$ cat src/rtl/shift_add_multiplier.sv
// shift_add_multiplier
//   Sequential unsigned N x N multiplier. The product is formed MSB-first:
//   each RUN cycle shifts one multiplier bit out of BQ and adds the
//   multiplicand into a left-shifting accumulator. A result takes N RUN
//   cycles and is then presented for one FIN cycle.
// Ports
//   i_clk    clock, rising edge
//   i_rst    synchronous reset, active high
//   i_start  request a multiply (accepted in IDLE or FIN only)
//   i_a      multiplicand, captured on accept
//   i_b      multiplier, captured on accept
//   o_p      product register, held until the next product completes
//   o_busy   high while in RUN
//   o_done   one-cycle pulse when o_p first shows a new product
module shift_add_multiplier #(
  parameter int N = 8
) (
  input  logic           i_clk,
  input  logic           i_rst,
  input  logic           i_start,
  input  logic [N-1:0]   i_a,
  input  logic [N-1:0]   i_b,
  output logic [2*N-1:0] o_p,
  output logic           o_busy,
  output logic           o_done
);

  localparam int CW = $clog2(N + 1);

  typedef enum logic [1:0] {S_IDLE, S_RUN, S_FIN} state_t;

  state_t           r_state, w_state_nxt;
  logic [N-1:0]     r_mc, r_bq;
  logic [2*N-1:0]   r_acc, r_p, w_acc_nxt;
  logic [CW-1:0]    r_cnt;
  logic             w_accept, w_last;

  // START is only looked at outside RUN, so a request can never disturb
  // an operation in progress.
  always_comb begin
    w_accept  = (r_state != S_RUN) && i_start;
    w_last    = (r_state == S_RUN) && (r_cnt == CW'(1));
    w_acc_nxt = {r_acc[2*N-2:0], 1'b0} + (r_bq[N-1] ? {{N{1'b0}}, r_mc} : {(2*N){1'b0}});
  end

  always_comb begin
    w_state_nxt = r_state;
    case (r_state)
      S_IDLE:  if (i_start) w_state_nxt = S_RUN;
      S_RUN:   if (w_last)  w_state_nxt = S_FIN;
      S_FIN:   w_state_nxt = i_start ? S_RUN : S_IDLE;
      default: w_state_nxt = S_IDLE;
    endcase
  end

  always_ff @(posedge i_clk) begin
    if (i_rst) r_state <= S_IDLE;
    else       r_state <= w_state_nxt;
  end

  always_ff @(posedge i_clk) begin
    if (i_rst) begin
      r_mc  <= '0;
      r_bq  <= '0;
      r_acc <= '0;
      r_cnt <= '0;
      r_p   <= '0;
    end else if (w_accept) begin
      // P is deliberately left alone: the old product stays visible
      // until the new final iteration overwrites it.
      r_mc  <= i_a;
      r_bq  <= i_b;
      r_acc <= '0;
      r_cnt <= CW'(N);
    end else if (r_state == S_RUN) begin
      r_acc <= w_acc_nxt;
      r_bq  <= {r_bq[N-2:0], 1'b0};
      r_cnt <= r_cnt - CW'(1);
      if (w_last) r_p <= w_acc_nxt;
    end
  end

  assign o_p    = r_p;
  assign o_busy = (r_state == S_RUN);
  assign o_done = (r_state == S_FIN);

endmodule

$ cat config.mk
export PLATFORM = sky130hd
export DESIGN_NAME = shift_add_multiplier
export DESIGN_NICKNAME = d
export VERILOG_FILES = /design/src/rtl/shift_add_multiplier.sv
export SDC_FILE = /design/constraint.sdc
export NUM_CORES = 1
export LEC_CHECK = 0
export ABC_AREA = 1
export CAP_MARGIN = 15
export CORE_UTILIZATION = 63
export DETAILED_ROUTE_END_ITERATION = 10
export DONT_BUFFER_PORTS = 1
export PLACE_DENSITY = 0.79
export SYNTH_ARGS = -nofsm -noshare
export SYNTH_HDL_FRONTEND = slang
export SYNTH_SLANG_ARGS = --single-unit
$ cat constraint.sdc
create_clock -name i_clk -period 2.4 [get_ports i_clk]
set_input_delay 0.48 -clock i_clk [delete_from_list [all_inputs] [get_ports i_clk]]
set_output_delay 0.48 -clock i_clk [all_outputs]
set_load 0.01 [all_outputs]
## Word level (Yosys, flattened, before mapping)

Cells that the tools add are included.

- Add/sub/neg operators: 2
- Eq/ne operators: 6
- Muxes and demuxes: 9
- Bitwise gates (word level): 1
- Reduce and logical (&&, ||, !) cells: 7

Operator list:

| kind | number |
|---|---|
| $mux W8 | 3 |
| $add A16 B8 Y16 | 1 |
| $mux W4 | 2 |
| $pmux W2 S3 | 1 |
| $eq A4 B1 Y1 const B | 1 |
| $mux W2 | 2 |
| $ne A2 B1 Y1 const B | 2 |
| $sub A4 B1 Y4 const B | 1 |
| $reduce_and A3 Y1 | 1 |
| $eq A2 B1 Y1 const B | 1 |
| $eq A2 B2 Y1 const B | 1 |
| $logic_and A1 B1 Y1 | 2 |
| $logic_not A2 Y1 | 1 |
| $ne A2 B2 Y1 const B | 1 |
| $reduce_and A2 Y1 | 1 |
| $reduce_bool A2 Y1 | 1 |
| $reduce_or A2 Y1 | 1 |
| $mux W1 | 1 |
| $not A1 Y1 | 1 |

- Register bits after elaboration: 53
- Bits of input ports: 19
- Logic and storage cells: 32

## Longest topological paths before layout

- Depth after elaboration: 4
- Gate-level depth with buffers: 15
- Depth with buffers taken out: 14

## Worst setup path before layout

OpenSTA, ideal clock, no wires.

- Path type: register -> register
- Start point: reg r_bq[7]
- End point: reg r_acc[13]
- Library setup time: 0.109 ns
- Arrival time: 1.776 ns
- Data required time: 2.291 ns
- Path slack: 0.515 ns
- Stages on the path, launching flop included: 15
- Period minus slack after synthesis: 1.885 ns
- Cells stage by stage: dfxtp_1 > clkbuf_1 > nand2_1 > inv_1 > ha_1 > fa_1 > nand2_1 > nand2_1 > and2_1 > nand2_1 > nand2_1 > nand3_1 > nand3_1 > nand2_1 > inv_1

- Word-level cells in the longest chain between the ends: 2

RTL lines:

| item | RTL line | RTL |
|---|---|---|
| start: declaration | 33 | `logic [N-1:0] r_mc, r_bq;` |
| start signal: assignment | 72 | `r_bq <= i_b;` |
| start signal: assignment | 77 | `r_bq <= {r_bq[N-2:0], 1'b0};` |
| $mux W8 | 43 | `w_acc_nxt = {r_acc[2*N-2:0], 1'b0} + (r_bq[N-1] ? {{N{1'b0}}, r_mc} : {(2*N){1'b0}});` |
| $add A16 B8 Y16 | 43 |  |
| end signal: assignment | 76 | `r_acc <= w_acc_nxt;` |
| end: declaration | 34 | `logic [2*N-1:0] r_acc, r_p, w_acc_nxt;` |

No other way between the ends.
A chain may end at the register's enable or synchronous reset.

## Final worst setup path

Ends and elaborated chain as after synthesis.

==> impl_metrics.py <==
metrics = {
    "finish": {
        "layoutNonFillerInstCount": 476,
        "nNetsFinal": 454,
        "diodes": 0,
        "syn2layout_area_growth_pct": 3.71,
        "seq_area_sq_um": 1060,
        "drive_gt1_share_pct": 4.23,
        "nFillCells": 373,
        "utilization_pct": 70.1,
        "multiInputGateArea_sq_um": 1350,
    },
    "min_path": {
        "holdPathEnd": "o_p[3]",
        "hold_depth": 1,
        "min_from": "i_rst",
        "hold_path.class": "primary input to flop",
    },
    "clock_tree": {
        "post_cts_buffers": 0,
        "cts_resized": 0,
        "htreeDepth": 2,
        "cts.path.max_buffers": 2,
        "cts.sinks": 53,
        "cts_buffers": 5,
        "clkTransAtPathRegs_ps": 90,
        "clkLatencyLatePin_ps": 300,
        "cts_root_buf": "clkbuf_8",
        "hold_buffers": 0,
        "tritoncts": "yes",
    },
    "timing": {
        "setup_slack_ps": 409,
        "slew_viol_final": 0,
        "tightest_slew_ps": 574,
        "fin_skew_ps": 7.13,
        "setup_violations": 0,
        "fmaxAchievable_ghz": 0.502,
        "grt_setup_unrepaired": "false",
        "fin_tns_setup_ps": 0,
        "max-slew-margin-rel_pct": 61.7,
        "post-route-period-util_pct": 83.0,
        "finalHoldViolations": 0,
        "period_needed_ps": 1990,
    },
    "synth": {
        "synth_xor_area_share_pct": 0.938,
        "synth_ff_type": "dfxtp_1",
        "ys_seq_area_share_pct": 37.9,
        "synth_edf_count": 0,
        "synth_area_leaders": "dfxtp_1 38%, nand2_1 15%, inv_1 11%",
        "synth_top_family_by_area": "simple AND/OR/NAND/NOR gates",
        "synth_fa_ha_area_share_pct": 4.73,
        "yosys.area.top_type": "dfxtp_1",
        "synthCells": 427,
        "yosys-top-cells-count": "111 x nand2_1, 83 x inv_1, 53 x dfxtp_1, 53 x nor2_1, 44 x nand3_1",
        "syn-num-nets": 456,
        "synth.area.mux_share_pct": 0,
        "synth_async_sr_flop_share_pct": 0,
        "yosys_register_bits": 53,
        "post-synth-top-count-cell": "nand2_1",
        "avgSynthCellArea_sq_um": 6.56,
        "synth_compound_area_share_pct": 9.38,
        "synth.top_cell.area_share_pct": 37.9,
        "yosys_warnings": 0,
        "yosysUniqueCellTypes": 31,
        "synth-simple-area-share_pct": 33.2,
        "syn_area_sq_um": 2800,
    },
    "power": {
        "p_leak_nw": 1.53,
        "powerDensity_nw_per_um2": 569,
        "ir_worst_vdd_mv": 0.410,
    },
    "setup_path": {
        "r2r_slack_ps": 410,
        "critPathKind": "flop to flop",
        "r2r_cells": 13,
        "crit_path_end_kind": "flop",
        "arrival_ps": 2200,
        "r2r_end": "r_acc[13]",
        "cp_max_fo": 10,
        "crit_path_start_kind": "flop",
        "crit_required_ps": 2610,
        "r2r_start": "r_bq[7]",
    },
    "routing": {
        "dr.pass1.iters": 4,
        "wire_per_inst_um": 12.6,
        "avgViaCountPerCell": 5.25,
        "drt_iter0_drc": 152,
        "wirelength_um": 5990,
        "post-route-drc-count": 0,
        "antenna_left": 0,
        "vias": 2500,
    },
    "grt": {
        "grt_remaining_overflow": 0,
        "grt_use_total_pct": 28.8,
        "grt_pass1_wl_um": 10000,
        "grt_pass1_vias": 2193,
        "grt_max_degree": 29,
        "antenna_found_initial": 0,
    },
    "place": {
        "dp.cells": 468,
        "dp_slack_ps": 410,
        "io_buffer_count": 0,
        "dp_hpwl_um": 4440,
        "gp_congestion": 0.948,
    },
    "floorplanning": {
        "start_util_pct": 67.6,
        "die_w_um": 68.7,
        "die_h_um": 68.7,
        "dieArea_sq_um": 4720,
        "rows": 23,
        "ios": 37,
        "core_sq_um": 4140,
    },
    "run": {
        "maxCapViolCount": 0,
    },
    "outcome": {
        "status": "finished, final reports clean",
    },
}
-- critical path: stages, from the launching register on --
cell	delay, ps
dfxtp_1	410
nand2_1	90
inv_1	40
ha_1	200
fa_1	410
nand2_1	90
nand2_1	60
and2_1	170
nand2_1	90
nand2_1	70
nand3_1	90
nand3_1	70
nand2_1	90
inv_1	30
-- how the worst max path moves through the flow --
stage | start | to | slack [ps] | depth (start not counted)
4_1_cts | r_bq[7] | r_acc[13] | 400 | 13
3_5_place_dp | r_bq[7] | r_acc[13] | 410 | 13
3_3_place_gp | r_bq[7] | r_acc[13] | 490 | 13
5_1_grt | r_bq[7] | r_acc[9] | 180 | 13
2_1_floorplan | r_bq[7] | r_acc[13] | 520 | 14
6_report | r_bq[7] | r_acc[13] | 410 | 13
-- cell type report --
class | instances | area share (%)
clock buffer | 7 | 2.63
sequential | 53 | 36.5
timing repair buffer | 3 | 0.775
tap | 50 | 2.15
multi-input combinational | 277 | 46.5
clock inverter | 1 | 0.258
inverter | 85 | 11.2
-- sequential cells by signal, indices dropped and copies added, names as in the netlist --
signal and count:
o_p 16, r_acc 15, r_bq 8, r_mc 8
r_cnt 4, r_state 2
-- cell families after synthesis --
family | after synthesis
AO/OA/AOI/OAI | 46
AND/OR/NAND/NOR | 218
XOR/XNOR | 3
buffers and inverters | 97
flip-flops | 53
adder cells (fa/ha/maj) | 10
-- per-stage QoR --
step	cell area, sq um	power (mW)	hold WS [ps]
2_1_floorplan	2800	1.14	443
3_3_place_gp	2820	1.17	455
3_5_place_dp	2820	1.18	463
4_1_cts	2910	1.66	229
5_1_grt	2910	1.74	215
6_report	2910	1.65	235
-- layer usage --
| metal | global-route usage (%) | routed length [um] |
|---|---|---|
| met4 | 9.64 | 105 |
| met3 | 8.06 | 363 |
| met5 | 0 | 0 |
| met1 | 39.0 | 2970 |
| met2 | 43.8 | 2550 |
-- cell usage in the layout (no fill, tap or decap) --
master / instances
a21oi_1: 17
nand3_1: 44
o211ai_1: 4
o221ai_1: 3
nand4_1: 2
nor3_1: 1
or2_2: 1
o21ai_0: 15
a21oi_2: 2
nor2_2: 1
ha_1: 9
buf_4: 3
nand2_8: 1
dfxtp_1: 53
nor2_1: 53
fa_1: 1
inv_6: 1
nand2_4: 1
xor2_1: 3
and2_1: 2
o21a_1: 1
inv_2: 1
inv_1: 83
o21ai_1: 3
nand2_1: 111
clkbuf_1: 2
a31oi_1: 1
clkbuf_8: 5
clkinvlp_4: 1
nor2_8: 1
-- power by group --
group	leakage, nW	internal [mW]	switching, mW
clock network	0.0385	0.207	0.287
logic	1.06	0.0678	0.137
registers	0.432	0.922	0.0309
total	1.53	1.20	0.456
Note: power is estimated with default switching activity, not from simulation.
